<file path="config.mk">
export PLATFORM = sky130hd
export DESIGN_NAME = wb_cmd_master
export DESIGN_NICKNAME = d
export VERILOG_FILES = /design/src/rtl/wb_cmd_master.sv
export SDC_FILE = /design/constraint.sdc
export NUM_CORES = 1
export LEC_CHECK = 0
export ABC_AREA = 1
export CORE_MARGIN = 4
export CORE_UTILIZATION = 47
export CTS_CLUSTER_DIAMETER = 40
export DETAILED_ROUTE_END_ITERATION = 10
export PLACE_DENSITY = 0.93
export SETUP_SLACK_MARGIN = 0.1
export SLEW_MARGIN = 0
export SYNTH_ARGS = -nofsm -noshare
export SYNTH_HDL_FRONTEND = slang
export SYNTH_SLANG_ARGS = --single-unit
</file>
<file path="constraint.sdc">
create_clock -name clk -period 3.4 [get_ports clk]
set_input_delay 0.34 -clock clk [delete_from_list [all_inputs] [get_ports clk]]
set_output_delay 0.34 -clock clk [all_outputs]
set_load 0.02 [all_outputs]
</file>
<file path="src/rtl/wb_cmd_master.sv">
// wb_cmd_master: single-command Wishbone classic-cycle initiator.
// Takes one command on a valid/ready port, runs it as a Wishbone cycle,
// retries on RTY up to RETRY_LIMIT, aborts after TIMEOUT silent cycles and
// returns data plus status on a valid/ready response port.
module wb_cmd_master #(
  parameter int DATA_WIDTH   = 32,
  parameter int ADDR_WIDTH   = 32,
  parameter int SELECT_WIDTH = DATA_WIDTH / 8,
  parameter int RETRY_LIMIT  = 4,
  parameter int TIMEOUT      = 1024
) (
  input  logic                    clk,
  input  logic                    rst_n,
  input  logic [ADDR_WIDTH-1:0]   cmd_addr,
  input  logic [DATA_WIDTH-1:0]   cmd_data,
  input  logic [SELECT_WIDTH-1:0] cmd_sel,
  input  logic                    cmd_we,
  input  logic                    cmd_valid,
  output logic                    cmd_ready,
  output logic [DATA_WIDTH-1:0]   rsp_data,
  output logic [1:0]              rsp_status,
  output logic                    rsp_valid,
  input  logic                    rsp_ready,
  output logic [ADDR_WIDTH-1:0]   wbm_adr_o,
  input  logic [DATA_WIDTH-1:0]   wbm_dat_i,
  output logic [DATA_WIDTH-1:0]   wbm_dat_o,
  output logic                    wbm_we_o,
  output logic [SELECT_WIDTH-1:0] wbm_sel_o,
  output logic                    wbm_stb_o,
  input  logic                    wbm_ack_i,
  input  logic                    wbm_err_i,
  input  logic                    wbm_rty_i,
  output logic                    wbm_cyc_o,
  output logic                    busy
);

  // A zero TIMEOUT still needs a one-bit counter so the declarations stay legal.
  localparam int TMO_W = (TIMEOUT > 0) ? $clog2(TIMEOUT + 1) : 1;
  localparam bit TMO_EN = (TIMEOUT != 0);
  // The abort fires on the cycle the counter would step onto TIMEOUT.
  localparam logic [TMO_W-1:0] TMO_LAST = TMO_W'((TIMEOUT > 0) ? (TIMEOUT - 1) : 0);
  localparam logic [TMO_W-1:0] TMO_MAX  = {TMO_W{1'b1}};
  localparam logic [TMO_W-1:0] TMO_ZERO = {TMO_W{1'b0}};
  localparam logic [7:0]       RETRY_MAX = 8'(RETRY_LIMIT);

  localparam logic [DATA_WIDTH-1:0]   DATA_ZERO = {DATA_WIDTH{1'b0}};
  localparam logic [ADDR_WIDTH-1:0]   ADDR_ZERO = {ADDR_WIDTH{1'b0}};
  localparam logic [SELECT_WIDTH-1:0] SEL_ZERO  = {SELECT_WIDTH{1'b0}};

  localparam logic [1:0] ST_OK  = 2'b00;
  localparam logic [1:0] ST_ERR = 2'b01;
  localparam logic [1:0] ST_RTY = 2'b10;
  localparam logic [1:0] ST_TMO = 2'b11;

  typedef enum logic [1:0] {
    S_IDLE    = 2'd0,
    S_BUS     = 2'd1,
    S_BACKOFF = 2'd2,
    S_RESP    = 2'd3
  } state_t;

  state_t                  state_r;
  logic                    cmd_ready_r;
  logic [DATA_WIDTH-1:0]   rsp_data_r;
  logic [1:0]              rsp_status_r;
  logic                    rsp_valid_r;
  logic [ADDR_WIDTH-1:0]   adr_r;
  logic [DATA_WIDTH-1:0]   dat_o_r;
  logic                    we_r;
  logic [SELECT_WIDTH-1:0] sel_r;
  logic                    stb_r;
  logic                    cyc_r;
  logic                    busy_r;
  logic [7:0]              retry_cnt_r;
  logic [TMO_W-1:0]        tmo_cnt_r;

  logic                    tmo_expired_s;
  logic                    term_done_s;
  logic                    term_retry_s;
  logic [1:0]              term_status_s;
  logic [DATA_WIDTH-1:0]   term_data_s;

  assign tmo_expired_s = TMO_EN && (tmo_cnt_r == TMO_LAST);

  // Decode the bus termination for the current BUS cycle: err beats rty beats ack.
  always_comb begin
    term_done_s   = 1'b0;
    term_retry_s  = 1'b0;
    term_status_s = ST_OK;
    term_data_s   = DATA_ZERO;
    if (wbm_err_i) begin
      term_done_s   = 1'b1;
      term_status_s = ST_ERR;
    end else if (wbm_rty_i) begin
      if (retry_cnt_r < RETRY_MAX) begin
        term_retry_s = 1'b1;
      end else begin
        term_done_s   = 1'b1;
        term_status_s = ST_RTY;
      end
    end else if (wbm_ack_i) begin
      term_done_s   = 1'b1;
      term_status_s = ST_OK;
      term_data_s   = we_r ? DATA_ZERO : wbm_dat_i;
    end else if (tmo_expired_s) begin
      term_done_s   = 1'b1;
      term_status_s = ST_TMO;
    end else begin
      term_done_s   = 1'b0;
    end
  end

  // Command/bus/response state machine; every port output is a register here.
  always_ff @(posedge clk or negedge rst_n) begin
    if (!rst_n) begin
      state_r      <= S_IDLE;
      cmd_ready_r  <= 1'b0;
      rsp_data_r   <= DATA_ZERO;
      rsp_status_r <= ST_OK;
      rsp_valid_r  <= 1'b0;
      adr_r        <= ADDR_ZERO;
      dat_o_r      <= DATA_ZERO;
      we_r         <= 1'b0;
      sel_r        <= SEL_ZERO;
      stb_r        <= 1'b0;
      cyc_r        <= 1'b0;
      busy_r       <= 1'b0;
      retry_cnt_r  <= 8'd0;
      tmo_cnt_r    <= TMO_ZERO;
    end else begin
      case (state_r)
        S_IDLE: begin
          if (cmd_valid && cmd_ready_r) begin
            adr_r       <= cmd_addr;
            dat_o_r     <= cmd_we ? cmd_data : DATA_ZERO;
            sel_r       <= cmd_sel;
            we_r        <= cmd_we;
            cyc_r       <= 1'b1;
            stb_r       <= 1'b1;
            cmd_ready_r <= 1'b0;
            busy_r      <= 1'b1;
            retry_cnt_r <= 8'd0;
            tmo_cnt_r   <= TMO_ZERO;
            state_r     <= S_BUS;
          end else begin
            cmd_ready_r <= 1'b1;
          end
        end
        S_BUS: begin
          if (term_done_s) begin
            cyc_r        <= 1'b0;
            stb_r        <= 1'b0;
            we_r         <= 1'b0;
            rsp_valid_r  <= 1'b1;
            rsp_status_r <= term_status_s;
            rsp_data_r   <= term_data_s;
            state_r      <= S_RESP;
          end else if (term_retry_s) begin
            // Drop the strobe for exactly one cycle before re-issuing.
            retry_cnt_r <= retry_cnt_r + 8'd1;
            cyc_r       <= 1'b0;
            stb_r       <= 1'b0;
            state_r     <= S_BACKOFF;
          end else if (tmo_cnt_r != TMO_MAX) begin
            tmo_cnt_r <= tmo_cnt_r + {{(TMO_W-1){1'b0}}, 1'b1};
          end
        end
        S_BACKOFF: begin
          cyc_r     <= 1'b1;
          stb_r     <= 1'b1;
          tmo_cnt_r <= TMO_ZERO;
          state_r   <= S_BUS;
        end
        S_RESP: begin
          if (rsp_ready) begin
            rsp_valid_r <= 1'b0;
            cmd_ready_r <= 1'b1;
            busy_r      <= 1'b0;
            state_r     <= S_IDLE;
          end
        end
        default: begin
          cyc_r       <= 1'b0;
          stb_r       <= 1'b0;
          rsp_valid_r <= 1'b0;
          cmd_ready_r <= 1'b0;
          busy_r      <= 1'b0;
          state_r     <= S_IDLE;
        end
      endcase
    end
  end

  assign cmd_ready  = cmd_ready_r;
  assign rsp_data   = rsp_data_r;
  assign rsp_status = rsp_status_r;
  assign rsp_valid  = rsp_valid_r;
  assign wbm_adr_o  = adr_r;
  assign wbm_dat_o  = dat_o_r;
  assign wbm_we_o   = we_r;
  assign wbm_sel_o  = sel_r;
  assign wbm_stb_o  = stb_r;
  assign wbm_cyc_o  = cyc_r;
  assign busy       = busy_r;

endmodule
</file>
After elaboration in Yosys (flattened, before gate mapping)
Index checks and enable logic that the tools add are counted.
{"block": "classes", "n_addsub": 2, "multipliers": 0, "div_mod_pow": 0, "n_lt_le_gt_ge": 1, "n_eq_ne": 13, "shift": 0, "muxes": 46, "bitwise": 0, "reduce_logical": 16}
{"op": "2-to-1 mux 32 bit", "n": 5}
{"op": "2-to-1 mux 11 bit", "n": 4}
{"op": "one-hot mux 11 bit (3 select lines)", "n": 1}
{"op": "2-to-1 mux 8 bit", "n": 3}
{"op": "2-to-1 mux 2 bit", "n": 9}
{"op": "2-to-1 mux 1 bit", "n": 17}
{"op": "one-hot mux 8 bit (2 select lines)", "n": 1}
{"op": "AND reduction 3 bit", "n": 5}
{"op": "inequality test 2 bit, second input constant", "n": 7}
{"op": "adder 11 x 1 -> 11 bit, second input constant", "n": 1}
{"op": "equality test 11 x 10 -> 1 bit, second input constant", "n": 1}
{"op": "inequality test 11 bit, second input constant", "n": 1}
{"op": "adder 8 x 1 -> 8 bit, second input constant", "n": 1}
{"op": "< comparator 8 x 3 -> 1 bit, second input constant", "n": 1}
{"op": "one-hot mux 1 bit (2 select lines)", "n": 4}
{"op": "one-hot mux 2 bit (4 select lines)", "n": 1}
{"op": "AND reduction 2 bit", "n": 3}
{"op": "nonzero test 2 bit", "n": 3}
{"op": "AND reduction 5 bit", "n": 1}
{"op": "equality test 2 bit, second input constant", "n": 2}
{"op": "AND reduction 4 bit", "n": 1}
{"op": "inequality test 3 bit, second input constant", "n": 1}
{"op": "one-hot mux 1 bit (3 select lines)", "n": 1}
{"op": "nonzero test 3 bit", "n": 1}
{"op": "other kinds (3)", "n": 3}
{"block": "totals", "regBits": 128, "latchBits": 0, "ram_bits": 0, "mem_bits_ro": 0, "output_inout_bits": 108, "mem_count": 0}

Logic depth before layout (Yosys ltp)
Gate-level depths: netlist of run 1.
{"block": "depth", "word_depth": 7, "depth_mapped": 11}

Least setup slack after synthesis of run 1
No wires, ideal clock.
{"block": "synth_path", "path_kind": "reg-to-reg", "startpoint": "register tmo_cnt_r[0]", "endpoint": "register tmo_cnt_r[3]", "arrival_time_ns": 1.398, "setup_slack_ns": 1.885, "path_stages_with_launch": 10, "period_less_slack_ns": 1.515, "path_cell_list": "dfrtp_1 -> ha_1 -> nand2_1 -> nor2_2 -> nand3_2 -> nand2_2 -> nand3_4 -> buf_2 -> nand3_1 -> nand2_1"}
{"block": "synth_via", "elab_chain_cells": 7}
{"item": "start, declared", "line": "75", "source": "logic [TMO_W-1:0] tmo_cnt_r;"}
{"item": "start signal, assigned", "line": "165", "source": "tmo_cnt_r <= tmo_cnt_r + {{(TMO_W-1){1'b0}}, 1'b1};"}
{"item": "branches (longest 7 deep; another with adder 11 x 1 -> 11 bit)"}
Parallel ways; which one is timed is not known. The select of a mux whose other input is x is not followed.
A chain may end at the register's enable or synchronous reset.

Final worst setup path of run 1
{"block": "layout_path", "startpoint": "register tmo_cnt_r[0]", "endpoint": "register rsp_data_r[16], in the netlist rsp_data[16]"}
{"block": "layout_via", "elab_chain_cells": 6}
{"item": "equality test 11 x 10 -> 1 bit", "line": "83", "source": "assign tmo_expired_s = TMO_EN && (tmo_cnt_r == TMO_LAST);"}
{"item": "2-to-1 mux 1 bit", "line": "105", "source": "end else if (tmo_expired_s) begin"}
{"item": "2-to-1 mux 1 bit", "line": "101", "source": "end else if (wbm_ack_i) begin"}
{"item": "2-to-1 mux 1 bit", "line": "94", "source": "end else if (wbm_rty_i) begin"}
{"item": "2-to-1 mux 1 bit", "line": "91", "source": "if (wbm_err_i) begin"}
{"item": "AND reduction 2 bit (no line)"}
{"item": "end signal, assigned", "line": "156", "source": "rsp_data_r <= term_data_s;"}
{"item": "end, declared", "line": "64", "source": "logic [DATA_WIDTH-1:0] rsp_data_r;"}
No other way between the ends.

==> flow_results.org, run 1 <==
** Layout
- Layout filler cell count :: 763
- The area growth from synthesis to layout is 52.28%.
- Measured on the finished design, the core utilization comes to 74.54%.
- ANT cells :: 0
- The library cell used most frequently in the layout, excluding fill and tap cells, is nand2_1.
- Share of layout cells above drive strength 1 :: 6.236%
- The count of cells in the finished layout, fillers not included, comes to 1,006.
- In the layout the commonest cells are nand2_1 (305), clkdlybuf4s50_1 (214), dfrtp_1 (128).
- The final layout contains 963 nets.

** CTS
- Post-CTS Hold Fix Bufs :: 0
- The clock drives 128 sinks.
- CTS H-Tree Depth :: 4
- For the worst-skew pair, the clock arrives at the later sink with an insertion delay of 0.40 ns.
- Clock tree buffer depth :: 2
- Clock-pin slew was measured on the worst setup and hold paths at 0.06 ns.
- Counting the buffers created by CTS gives 17.
- TritonCTS clock tree :: built
- Clk Tree Root Cell :: clkbuf_16
- The number of gates resized after CTS was 0.
- Setup Fix Bufs, Post-CTS :: 0

** Detailed routing
- After the first detailed-routing iteration, the DRC count stood at 343.
- In the routed layout, each cell is associated on average with a via count of 4.969.
- Across all layers, the routed design uses 4,999 vias.
- Remaining DRCs :: 0
- Summed over all layers, the routed wires come to 15,100 µm.
- Average wire per standard cell :: 15.01 µm
- The first TritonRoute pass finished after 4 iterations.
- In this run the remaining antenna-violating nets after routing total 0.

** Yosys
- A synthesized cell averages 8.433 µm².
- Number of cells produced by synthesis :: 643
- Post-synthesis cell area :: 0.005423 mm²
- Number of library cell types mapped by synthesis :: 29
- Sequential fraction of the synthesis area :: 59.07%
- For this run, the number of Yosys warnings is 0.
- FF+latch count, synth :: 128
- When the netlist entered floorplanning its net count stood at 753.

** Timing
- Unrepaired setup endpoints after global routing :: no
- In the final timing run, aggregate negative setup slack is 0 ns.
- Count of endpoints failing hold in the final timing report :: 0
- Between clock sinks in the finished design, the worst skew comes to 0.005505 ns.
- The number of pins exceeding their max-slew limit in the final report is 0.
- Final critical-path share of the clock period :: 62.65%
- Minimum hold slack :: 0.008251 ns
- Measured against its own limit, the worst slew margin works out to 46.48%.
- At the pin with the least slew margin, the transition time is 0.8016 ns.
- The clock period could shrink to 2.130 ns.
- Maximum clock frequency :: 469.5 MHz
- Endpoints failing setup :: 0

** Worst setup path
- Delay contributed by the slowest stage of the critical path :: 0.43 ns
- Terminus of the critical flop-to-flop path :: rsp_data[16]
- In this run the critical register-to-register path is launched from tmo_cnt_r[0].
- Kind of capture point of the worst setup path :: flip-flop
- Critical path, cell by cell :: ha_1 -> nand2_1 -> nor2_2 -> nand3_2 -> nand2_2 -> nand3_4 -> buf_4 -> nand2_1 -> o21ai_1
- The number of buffers and inverters on the critical path is 1.
- Number of cells on the worst reg-to-reg path :: 9
- Critical Path Fanout Max :: 55
- Among all stages on the critical path, the largest delay is contributed by dfrtp_1.
- Among cell families on the critical path, the largest total delay comes from simple AND/OR/NAND/NOR gates.
- Crit path launch type :: flip-flop
- Data on the critical path is required at its endpoint by 3.67 ns.
- In this run the register-to-register setup slack is 1.27 ns.
- Among the stages of the critical path, the cell type that occurs most often is nand2_1.
- Arrival @ worst endpoint :: 2.40 ns
- Crit Path Class :: reg2reg

** Power
- Across the VDD grid, the largest voltage drop is 0.6533 mV.
- For this design the ratio of total power to cell area is 885.1 mW/mm².
- Standby leakage power :: 3.886 nW
- Post-layout total power :: 7.309 mW

** Global routing
- The via count of the first global-routing pass was 5,116.
- Summed over all layers, the global routing overflow is 0.
- Antenna violations before repair :: 0
- Global-route wire length before repair :: 24,450 µm
- Pin count of the biggest net entering global routing :: 71
- Gr usage total :: 23.30%

** Floorplanning
- Die Ht :: 115.4 µm
- Initial standard-cell utilization of the core :: 48.95%
- # rows :: 38
- The floorplan step set the die width to 115.4 µm.
- Placeable core region :: 0.01108 mm²
- Ports :: 216
- The floorplan step defined a die boundary enclosing 0.01332 mm².

** Place
- Port buffering added 215 buffers.
- Once placement completed, the tool counted placed cells totaling 974.
- Dpl hpwl :: 10,720 µm
- Routability-driven placement finished with a final weighted congestion of 0.8290.

** Job
- Max-cap violations in this run came to 0.

** Status
- The run finished with clean final reports.

** Min path
- Type of the tightest min-delay check :: in2async
==> worst max-delay path by stage <==
stage,start,endpoint,slack (ns),depth (start not counted)
after CTS,tmo_cnt_r[0],rsp_data[16],1.27,9
after global routing,tmo_cnt_r[0],rsp_data[15],1.04,9
after global placement,wbm_rty_i,rsp_status[1],1.10,7
after floorplan,tmo_cnt_r[0],tmo_cnt_r[3],1.88,9
final,tmo_cnt_r[0],rsp_data[16],1.27,9
after detailed placement,wbm_rty_i,rsp_data[16],0.96,8
==> registers in the layout, summed over array words and instances (netlist names), 2 cells and up <==
signal       count
rsp_status       2
state_r          2
rsp_data        32
wbm_sel_o        4
wbm_adr_o       32
tmo_cnt_r       11
retry_cnt_r      8
wbm_dat_o       32
==> worst reg2reg max path: cells and delay by family, from the launching register on <==
kind / cells / cell delay [ns]
AOI/OAI and AO/OA: 1 / 0.07
adders and majority gates: 1 / 0.26
buffers and inverters: 1 / 0.40
DFF: 1 / 0.43
and+or+nand+nor: 6 / 0.86
==> cell type report <==
type                            count  area [µm²]  area share (%)
Clock inverter                     13       137.6           1.667
Inverter                           24       90.09           1.091
Multi-Input combinational cell    458        1979           23.97
Tap cell                          140       175.2           2.121
Sequential cell                   128        3203           38.79
Timing Repair Buffer              224        2230           27.00
Clock buffer                       19       442.9           5.364
==> stage by stage <==
stage | instance area (µm²) | worst slack (ns)
6_report | 8258 | 1.270
4_1_cts | 8258 | 1.274
5_1_grt | 8258 | 1.039
3_3_place_gp | 7677 | 1.102
2_1_floorplan | 5423 | 1.885
3_5_place_dp | 7677 | 0.9643
==> cell families after synthesis <==
family | share of synthesized area, %
AOI/OAI and AO/OA | 4.522
xor gates and xnor gates | 0.8077
adders and majority gates | 0.4614
buffers and inverters | 4.430
DFF | 59.07
and+or+nand+nor | 30.71
==> metal layers <==
layer	wire length [µm]	vias up	track usage, %
li1	-	2448	-
met1	6060	2333	27.63
met2	7175	185	37.73
met3	1478	33	9.922
met4	381	0	9.155
met5	0	-	0
==> synthesized netlist by cell type, drive strengths merged <==
| cell | number | area, µm² |
|---|---|---|
| xor2 | 3 | 26.28 |
| o22ai | 1 | 6.260 |
| inv | 24 | 90.09 |
| o21a | 1 | 7.510 |
| nand2 | 306 | 1151 |
| clkbuf | 20 | 75.07 |
| nand3b | 2 | 15.01 |
| dfrtp | 128 | 3203 |
| a31oi | 1 | 6.260 |
| nor4 | 1 | 21.27 |
| o21bai | 2 | 15.01 |
| nor3 | 2 | 10.01 |
| o21ai | 39 | 195.2 |
| nor3b | 1 | 7.510 |
| a21oi | 3 | 15.01 |
| nand3 | 52 | 282.8 |
| buf | 13 | 75.07 |
| ha | 2 | 25.02 |
| nor2 | 38 | 165.2 |
| xnor2 | 2 | 17.52 |
| nand4 | 2 | 12.51 |
==> power breakdown <==
part	switching [mW]	leakage [nW]	total (mW)	internal, mW
Sequential	0.348	1.69	2.43	2.09
Clock	0.675	0.268	1.77	1.10
Combinational	1.76	1.93	3.10	1.34
Power figures use the tool's default switching activity.
==> run 2: changes to the inputs <==
Settings changed: CORE_UTILIZATION 47 to 39, PLACE_DENSITY 0.93 to 0.83.
Clock period 3.4 ns to 1.8 ns, I/O delays scaled along.
==> flow_results.org, run 2 (synthesized netlist as in run 1, its figures left out) <==
** Timing
- After layout, the minimum clock period comes to 1.640 ns.
- Worst Slack Setup Final :: 0.1597 ns
- Final critical-path share of the clock period :: 91.13%
- Setup violations remaining at the end of the flow were counted as 0.
- Worst slew margin relative to its limit :: 68.61%
- Skew final :: 0.01403 ns
- Summed negative setup slack over all endpoints :: 0 ns
- For the pin with the worst max-slew slack, the measured transition is 0.4709 ns.
- Unrepaired setup endpoints after global routing :: yes
- The number of pins exceeding their max-slew limit in the final report was 0.
- Static timing analysis puts the maximum clock frequency at 609.6 MHz.
- Count of endpoints failing hold in the final timing report :: 0
- Minimum hold slack :: 0.2929 ns

** Worst setup path
- Of all nets on the critical path, the largest fanout is 43.
- Crit path launch type :: flip-flop
- Crit Path Class :: reg2reg
- At the worst endpoint, the required time is 2.10 ns.
- STA puts the critical path data arrival time at 1.94 ns.
- Number of cells on the worst reg-to-reg path :: 9
- The worst register-to-register path begins at tmo_cnt_r[0].
- STA classifies the critical path endpoint as a flip-flop.
- Terminus of the critical flop-to-flop path :: rsp_data[15]
- Worst setup path start :: tmo_cnt_r[0]
- The worst register-to-register path has a setup slack of 0.16 ns.

** Layout
- Area of combinational cells with multiple inputs :: 0.002004 mm²
- The number of antenna diodes in the final layout is 0.
- Share of layout cells above drive strength 1 :: 8.041%
- Seq. cell area :: 0.003203 mm²
- Layout overhead on the synthesized area :: 57.80%
- Finished layout cell area :: 0.008557 mm²
- Leaving out fill and tap cells, the most frequent cells in the layout are nand2_1 (304), clkdlybuf4s50_1 (213), dfrtp_1 (128).
- In the final design database the tool counted 984 nets.
- The layout has 1,099 filler cells.
- Count of non-filler cells in the finished layout :: 1,059
- Most common cell after layout, fill and taps aside :: nand2_1

** Floorplanning
- Ports :: 216
- Initial standard-cell utilization of the core :: 40.31%
- Die W :: 125.9 µm
- Placeable core region :: 0.01345 mm²
- The floorplan has 42 rows.
- DIE AREA :: 0.01585 mm²
- Die Ht :: 125.9 µm

** Global routing
- Overflow left after global routing :: 0
- The initial antenna violation count was 0.
- Global routing consumed, over all layers together, 19.30% of the routing resources.
- Vias in the first global route :: 4,955
- Global-route wire length before repair :: 24,520 µm
- Pin count of the biggest net entering global routing :: 71

** CTS
- Worst-skew pair later-pin latency :: 0.42 ns
- CTS clk-pin slew, worst paths :: 0.05 ns
- The cell sitting at the root of the clock tree is a clkbuf_16.
- CTS H-Tree Depth :: 4
- # clock sinks :: 128
- The clock passes through at most 2 buffers.
- Buffers inserted during clock tree synthesis total 17.
- TritonCTS clock tree :: built

** Detailed routing
- Average wire per standard cell :: 14.93 µm
- Total length of routed wires :: 15,810 µm
- For this block, the via count after detailed routing is 5,024.
- In the routed layout, each cell is associated on average with a via count of 4.744.
- The detailed router finished its first iteration with 243 violations.
- Remaining DRCs :: 0
- DRT Pass-1 Iters :: 5
- Antenna viol nets, final :: 0

** Power
- Pwr dens :: 1634 mW/mm²
- Power share of the sequential group :: 32.6%
- The internal portion of the total power is 8.791 mW.
- Psw :: 5.188 mW
- The clock network burns 22.8% of the power.
- Maximum resistive drop on vdd :: 1.019 mV
- Standby leakage power :: 4.022 nW
- Switching share of power :: 37.11%
- Of the total power, combinational logic draws 44.5%.

** Min path
- The startpoint identified for the worst hold timing path is cmd_sel[3].
- For hold timing, the worst endpoint is wbm_sel_o[3].
- Counting instances, the worst hold path has a depth of 3.
- The min-delay analysis places its worst path in the category in2reg.

** Place
- Dpl hpwl :: 10,740 µm
- The number of placed instances, taps included, is 1,021.
- At the end of routability-driven placement, the weighted congestion stood at 0.8372.
- The placed instances occupy a cell area of 0.007880 mm².
- Input and output buffers added on the ports amount to 215.
- Worst slack at placement :: -0.1257 ns

** Job
- The tool flagged a number of max-cap violations equal to 0.

** Status
- The run finished with clean final reports.
run 2: changes by cell type in the layout (fill, tap and decap cells not counted), sizes merged:
cell	change
dlygate4sd3	+1
dlygate4sd2	+1
inv	-2
clkbuf	+4
clkdlybuf4s50	-1
buf	+17
nand3	+1
clkinvlp	-4
run 2: cell type report:
| type | count | area share [%] |
|---|---|---|
| Sequential cell | 128 | 37.43 |
| Timing Repair Buffer | 244 | 29.20 |
| Tap cell | 176 | 2.573 |
| Multi-Input combinational cell | 459 | 23.42 |
| Clock buffer | 21 | 5.264 |
| Inverter | 24 | 1.053 |
| Clock inverter | 7 | 1.053 |
run 2: critical path, cell delays in order, from the launching register on:
cell	delay (ns)
dfrtp_1	0.35
ha_2	0.21
nand2_1	0.08
nor2_2	0.12
nand3_2	0.15
nand2_4	0.11
nand3_4	0.13
buf_12	0.21
nand2_1	0.08
o21ai_1	0.06
run 2: worst max-delay path by stage:
| stage | endpoint | slack, ns | cells after the start |
|---|---|---|---|
| floorplan | tmo_cnt_r[3] | 0.28 | 9 |
| global placement | tmo_cnt_r[3] | -0.08 | 8 |
| detailed placement | tmo_cnt_r[0] | -0.13 | 8 |
| CTS | rsp_data[24] | 0.13 | 9 |
| global route | rsp_data[14] | 0.05 | 9 |
| finish | rsp_data[15] | 0.16 | 9 |
run 2: metrics by stage:
step,total power [mW],utilization [%]
after floorplan,7.599,-
after global placement,10.54,58.58
after detailed placement,10.65,58.58
after CTS,13.98,62.84
after global routing,14.80,63.61
final,13.98,63.61
run 2: what timing repair did:
action                                  CTS  global route
gates resized for setup                   2             5
endpoints found under the setup margin   19            50
gates cloned                              0             3
hold endpoints to repair                 31             0
pin swaps                                 0             1
buffers inserted                          3             3
hold buffers                              1             0
run 2: power by group through the flow:
stage          sequential, mW  combinational [mW]  clock [mW]
2_1_floorplan            5.76                1.83           0
3_3_place_gp             4.54                6.00           0
3_5_place_dp             4.57                6.08           0
4_1_cts                  4.56                6.15        3.28
5_1_grt                  4.70                6.69        3.41
6_report                 4.56                6.23        3.19
run 2: routing by layer:
metal  part of all wire [%]  wire, µm  global-route usage, %  up-vias
li1                       -         -                      -     2484
met1                     42      6615                  22.45     2319
met2                     46      7334                  31.39      202
met3                     10      1607                  8.975       19
met4                    1.6       251                  7.003        0
met5                      0         0                      0        -
